`src/rtl/apb_slave_regfile.sv`:
```
// APB completer backing a word-addressed 32-bit register file in a fixed address window,
// with parameterised wait states and decode/permission error signalling.

module apb_slave_regfile #(
  parameter logic [31:0] BASE_ADDR   = 32'hDEAD_CA00,
  parameter int unsigned NUM_REGS    = 64,
  parameter int unsigned WAIT_CYCLES = 1,
  parameter logic [31:0] ID_VALUE    = 32'hA9B0_0001
) (
  input  logic        clk,
  input  logic        reset,
  input  logic        psel_i,
  input  logic        penable_i,
  input  logic [31:0] paddr_i,
  input  logic        pwrite_i,
  input  logic [31:0] pwdata_i,
  output logic        pready_o,
  output logic [31:0] prdata_o,
  output logic        pslverr_o
);

  typedef enum logic [1:0] {
    S_IDLE  = 2'd0,
    S_WAIT  = 2'd1,
    S_READY = 2'd2
  } state_t;

  state_t      r_state;
  logic [3:0]  r_cnt;
  logic [5:0]  r_idx;
  logic        r_write;
  logic        r_err;
  logic        r_pready;
  logic [31:0] r_prdata;
  logic        r_pslverr;
  logic [31:0] r_regs [64];

  logic [5:0]  w_idx;
  logic        w_err;
  logic [31:0] w_rd_setup;
  logic [31:0] w_rd_held;
  logic        w_commit;
  logic        w_unused_addr_lsbs;

  // Window miss, index past the implemented words, or a write to the read-only ID word.
  function automatic logic decode_err(input logic [31:0] addr, input logic wr);
    logic [5:0] idx;
    idx = addr[7:2];
    return (addr[31:8] != BASE_ADDR[31:8]) ||
           ({1'b0, idx} >= 7'(NUM_REGS)) ||
           (wr && (idx == 6'd0));
  endfunction

  assign w_idx              = paddr_i[7:2];
  assign w_err              = decode_err(paddr_i, pwrite_i);
  assign w_unused_addr_lsbs = &{1'b0, paddr_i[1:0]};

  // Read data for a zero-wait transfer comes straight from the setup-phase decode;
  // otherwise from the address captured at setup.
  assign w_rd_setup = (pwrite_i || w_err) ? 32'd0 :
                      (w_idx == 6'd0)     ? ID_VALUE : r_regs[w_idx];
  assign w_rd_held  = (r_write || r_err)  ? 32'd0 :
                      (r_idx == 6'd0)     ? ID_VALUE : r_regs[r_idx];

  // A write commits only when the completing cycle is not abandoned.
  assign w_commit = (r_state == S_READY) && psel_i && r_write && !r_err;

  // Transfer FSM with registered APB response outputs.
  always_ff @(posedge clk or posedge reset) begin
    if (reset) begin
      r_state   <= S_IDLE;
      r_cnt     <= 4'd0;
      r_idx     <= 6'd0;
      r_write   <= 1'b0;
      r_err     <= 1'b0;
      r_pready  <= 1'b0;
      r_prdata  <= 32'd0;
      r_pslverr <= 1'b0;
    end else begin
      case (r_state)
        S_IDLE: begin
          r_pready  <= 1'b0;
          r_prdata  <= 32'd0;
          r_pslverr <= 1'b0;
          if (psel_i && !penable_i) begin
            r_idx   <= w_idx;
            r_write <= pwrite_i;
            r_err   <= w_err;
            if (WAIT_CYCLES == 0) begin
              r_state   <= S_READY;
              r_cnt     <= 4'd0;
              r_pready  <= 1'b1;
              r_prdata  <= w_rd_setup;
              r_pslverr <= w_err;
            end else begin
              r_state <= S_WAIT;
              r_cnt   <= 4'(WAIT_CYCLES);
            end
          end else begin
            r_state <= S_IDLE;
          end
        end
        S_WAIT: begin
          if (!psel_i) begin
            r_state <= S_IDLE;
            r_cnt   <= 4'd0;
          end else if (penable_i && (r_cnt == 4'd1)) begin
            r_state   <= S_READY;
            r_cnt     <= 4'd0;
            r_pready  <= 1'b1;
            r_prdata  <= w_rd_held;
            r_pslverr <= r_err;
          end else if (penable_i && (r_cnt != 4'd0)) begin
            r_cnt <= r_cnt - 4'd1;
          end else begin
            r_cnt <= r_cnt;
          end
        end
        S_READY: begin
          r_state   <= S_IDLE;
          r_pready  <= 1'b0;
          r_prdata  <= 32'd0;
          r_pslverr <= 1'b0;
        end
        default: begin
          r_state   <= S_IDLE;
          r_cnt     <= 4'd0;
          r_pready  <= 1'b0;
          r_prdata  <= 32'd0;
          r_pslverr <= 1'b0;
        end
      endcase
    end
  end

  // Register file storage; pwdata is sampled on the completing edge.
  always_ff @(posedge clk or posedge reset) begin
    if (reset) begin
      for (int i = 0; i < 64; i++) begin
        r_regs[i] <= 32'd0;
      end
    end else if (w_commit) begin
      r_regs[r_idx] <= pwdata_i;
    end
  end

  assign pready_o  = r_pready;
  assign prdata_o  = r_prdata;
  assign pslverr_o = r_pslverr;

  apb_slave_regfile_checker u_checker (
    .i_clk     (clk),
    .i_reset   (reset),
    .i_pready  (r_pready),
    .i_prdata  (r_prdata),
    .i_pslverr (r_pslverr)
  );

endmodule

// Protocol invariants of the completer response outputs.
module apb_slave_regfile_checker (
  input logic        i_clk,
  input logic        i_reset,
  input logic        i_pready,
  input logic [31:0] i_prdata,
  input logic        i_pslverr
);

  a_pready_single : assert property (@(posedge i_clk) disable iff (i_reset)
    i_pready |=> !i_pready)
    else $error("pready held high for more than one cycle");

  a_quiet_when_idle : assert property (@(posedge i_clk) disable iff (i_reset)
    !i_pready |-> ((i_prdata == 32'd0) && !i_pslverr))
    else $error("response outputs nonzero outside the completing cycle");

  a_err_no_data : assert property (@(posedge i_clk) disable iff (i_reset)
    (i_pready && i_pslverr) |-> (i_prdata == 32'd0))
    else $error("error response carried read data");

endmodule

```
`config.mk`:
```
export PLATFORM = sky130hd
export DESIGN_NAME = apb_slave_regfile
export DESIGN_NICKNAME = d
export VERILOG_FILES = /design/src/rtl/apb_slave_regfile.sv
export SDC_FILE = /design/constraint.sdc
export NUM_CORES = 2
export LEC_CHECK = 0
export BUFFER_PORTS_ARGS = -buffer_cell sky130_fd_sc_hd__buf_2
export CAP_MARGIN = 20
export CORE_MARGIN = 5
export CORE_UTILIZATION = 33
export CTS_CLUSTER_SIZE = 10
export DETAILED_ROUTE_END_ITERATION = 8
export HOLD_SLACK_MARGIN = 0.15
export PLACE_DENSITY = 0.49
export SYNTH_ARGS = -nofsm -noshare
export SYNTH_HDL_FRONTEND = slang
export SYNTH_SLANG_ARGS = --single-unit
```
`constraint.sdc`:
```
create_clock -name clk -period 227.6 [get_ports clk]
set_input_delay 45.52 -clock clk [delete_from_list [all_inputs] [get_ports clk]]
set_output_delay 45.52 -clock clk [all_outputs]
set_load 0.02 [all_outputs]
```
==> impl_metrics.ini <==
[outcome]
outcome = complete, no violations

[critical_path]
timing.rr.start = r_idx[1]
worstPathCellList = buf_2, inv_8, buf_12, buf_4, buf_12, buf_4, buf_4
worstSetupPathType = input pin to asynchronous set/reset pin
cp.depth = 7
crit_fanout = 173
slowest_stage = buf_4
reg2reg_slack_ns = 222.42
cp.arrival_ns = 50.24
worst_path_largest_cell_delay_ns = 0.82
critPathLaunchType = input pin
end_kind = asynchronous set/reset pin
reg2reg_to = prdata_o[0]
cp.buffers_inverters = 7
crit_end = r_idx[2]
cpMostUsedCell = buf_4
critPathTopFamily = buffers and inverters
setup.worst_path.start = reset
rr_worst_depth = 10
critical_path_required_ns = 228.49

[power]
power_frac_clock = 0.394
vdd_drop_max_v = 0.00000621
seqPwrFrac = 0.423
intPower_uw = 603
switchingPower_uw = 281
power_frac_comb = 0.183
power_leakage_uw = 0.0510
switching_share = 0.318
p_per_area_nw_per_um2 = 8.41

[grt]
grt_max_degree = 174
grt_pass1_wl_mm = 514
antenna_found_initial = 27
grt_pass1_vias = 65068
gr-total-overflow = 0
track_usage = 0.241

[clock_network]
root_buffer = clkbuf_16
insertion_delay_ns = 0.91
post_cts_buffers = 0
cts_sinks = 2089
hold_buffers = 0
clkTransAtPathRegs_ns = 0.05
cts_resized = 0
clk_path_buf_depth = 4
cts_buffers = 243
cts_tree = built
h-tree-depth = 4

[detailed_routing]
dr_total_vias = 63623
ant_nets = 0
drt-initial-drc-count = 6033
drc = 0
vias_per_cell = 6.01
wl_per_cell_um = 34.5
wirelength_mm = 365
dr.pass1.iters = 5

[synthesis]
synth_compound_area_frac = 0.103
synth_area_leaders = dfrtp_1 55%, mux2_2 25%, a221oi_1 5.3%
synth_top_area_share = 0.555
async_flop_share = 1.00
ys_seq_elements = 2089
synth_edf_count = 0
syn_area_sq_um = 94300
yosysSeqAreaShare = 0.555
synth_top_area_cell = dfrtp_1
synth_area_per_cell_sq_um = 13.6
yosys.area_share.simple = 0.0246
synth_cell_types = 75
ys.flop_type = dfrtp_1
synth_top_family_by_area = multiplexers
syn_nets = 7010
synth-xor-area-share = 0
synthCells = 6939
synth_warnings = 0
synth.area.mux_share = 0.280
synth-adder-area-share = 0.000265

[place]
hpwl_mm = 199
port_buffers = 100
numPlacedInstances = 10238
gp_congestion = 0.777

[layout]
finalCoreUtilization = 0.370
drive_above_1_share = 0.417
multi_input_area_sq_um = 38800
fill_cells = 27221
ff_latch_area_sq_um = 52300
syn2layout_area_growth_pct = 11.7
final_common_cell = mux2_2
layout.cells.non_filler = 10591
fin_nets = 6816
layout_common_cells = 2088 x mux2_2, 2086 x dfrtp_1, 567 x a221oi_1

[timing]
final_max_slew_viol_count = 0
setup_violations = 0
fin_skew_ns = 0.0633
worstMarginPinSlew_ns = 1.17
rsz0062_at_grt = false
post-route-min-period_ns = 49.34
fmax_mhz = 20.3
slew_headroom = 0.223
fin_crit_sh = 0.217
fin_setup_tns_ns = 0
hold_violations = 0

[min_path]
holdCritPathClass = flop to flop
min_path_cells = 1

[floorplanning]
die_y_um = 544
die_width_um = 544
fp.dieArea_sq_um = 296000
io_pins = 103
initial_utilization = 0.331
core_sq_um = 285000
placementRows = 196

[flow_run]
cap_violations = 0
[kinds of logic after synthesis]
group	count (synthesis)
muxes	2337
DFF	2089
AOI/OAI and AO/OA	1240
buffers and inverters	776
and+or+nand+nor	495
adders and majority gates	2
[synthesized netlist by cell type (20+ instances only)]
library cell / number
a22oi_1: 135
mux2i_1: 161
nand2_1: 164
clkbuf_1: 297
o22a_1: 26
a22o_1: 51
dfrtp_1: 2089
a221o_1: 24
o21ai_0: 107
o22ai_1: 130
buf_1: 80
mux2_1: 61
mux4_2: 27
buf_4: 26
a221oi_1: 567
o221ai_1: 25
mux2_2: 2088
a21oi_1: 62
nor2_1: 171
nor3_1: 20
buf_2: 350
[power by group through the flow]
| stage | registers (uW) | clock network [uW] | logic, uW |
|---|---|---|---|
| 2_1_floorplan | 381 | 0 | 84.9 |
| 3_3_place_gp | 381 | 0 | 159 |
| 3_5_place_dp | 381 | 0 | 159 |
| 4_1_cts | 374 | 356 | 159 |
| 5_1_grt | 374 | 370 | 167 |
| 6_report | 374 | 348 | 162 |
[worst min path at each step]
stage                  from           end
6_report        r_regs[823]   r_regs[823]
2_1_floorplan  r_regs[1548]  r_regs[1548]
5_1_grt          r_regs[55]    r_regs[55]
3_3_place_gp    r_regs[570]   r_regs[570]
3_5_place_dp   r_regs[1304]  r_regs[1304]
4_1_cts        r_regs[1304]  r_regs[1304]
[flip-flops by register name, summed over array words and instances, names as in the netlist]
signal	count
prdata_o	32
r_idx	6
pslverr_o	1
r_write	1
r_cnt	4
r_err	1
r_state	2
pready_o	1
r_regs	2041
[cell type report]
class                      instances  share of cell area
sequential                      2089               0.497
multi-input combinational       4074               0.369
antenna                           14            0.000333
clock inverter                    10             0.00165
inverter                          12            0.000666
clock buffer                     305              0.0613
timing repair buffer             325              0.0259
tap                             3762              0.0447
[stage by stage]
stage	setup WS (ns)	power (uW)	hold slack, ns	cell area, sq um
floorplan	123.07	466	0.459	94300
global placement	177.27	539	0.468	98000
detailed placement	177.13	540	0.479	98100
CTS	178.07	889	0.491	105000
global route	177.52	911	0.500	105000
finish	178.26	885	0.488	105000
[per-layer routing]
metal	up-vias	track usage	part of all wire
met5	-	0	0.00014
met4	6	0.0857	0.040
met3	625	0.0425	0.064
met2	2387	0.387	0.46
met1	34931	0.329	0.43
li1	25674	-	-
(Power assumes the default switching activity.)
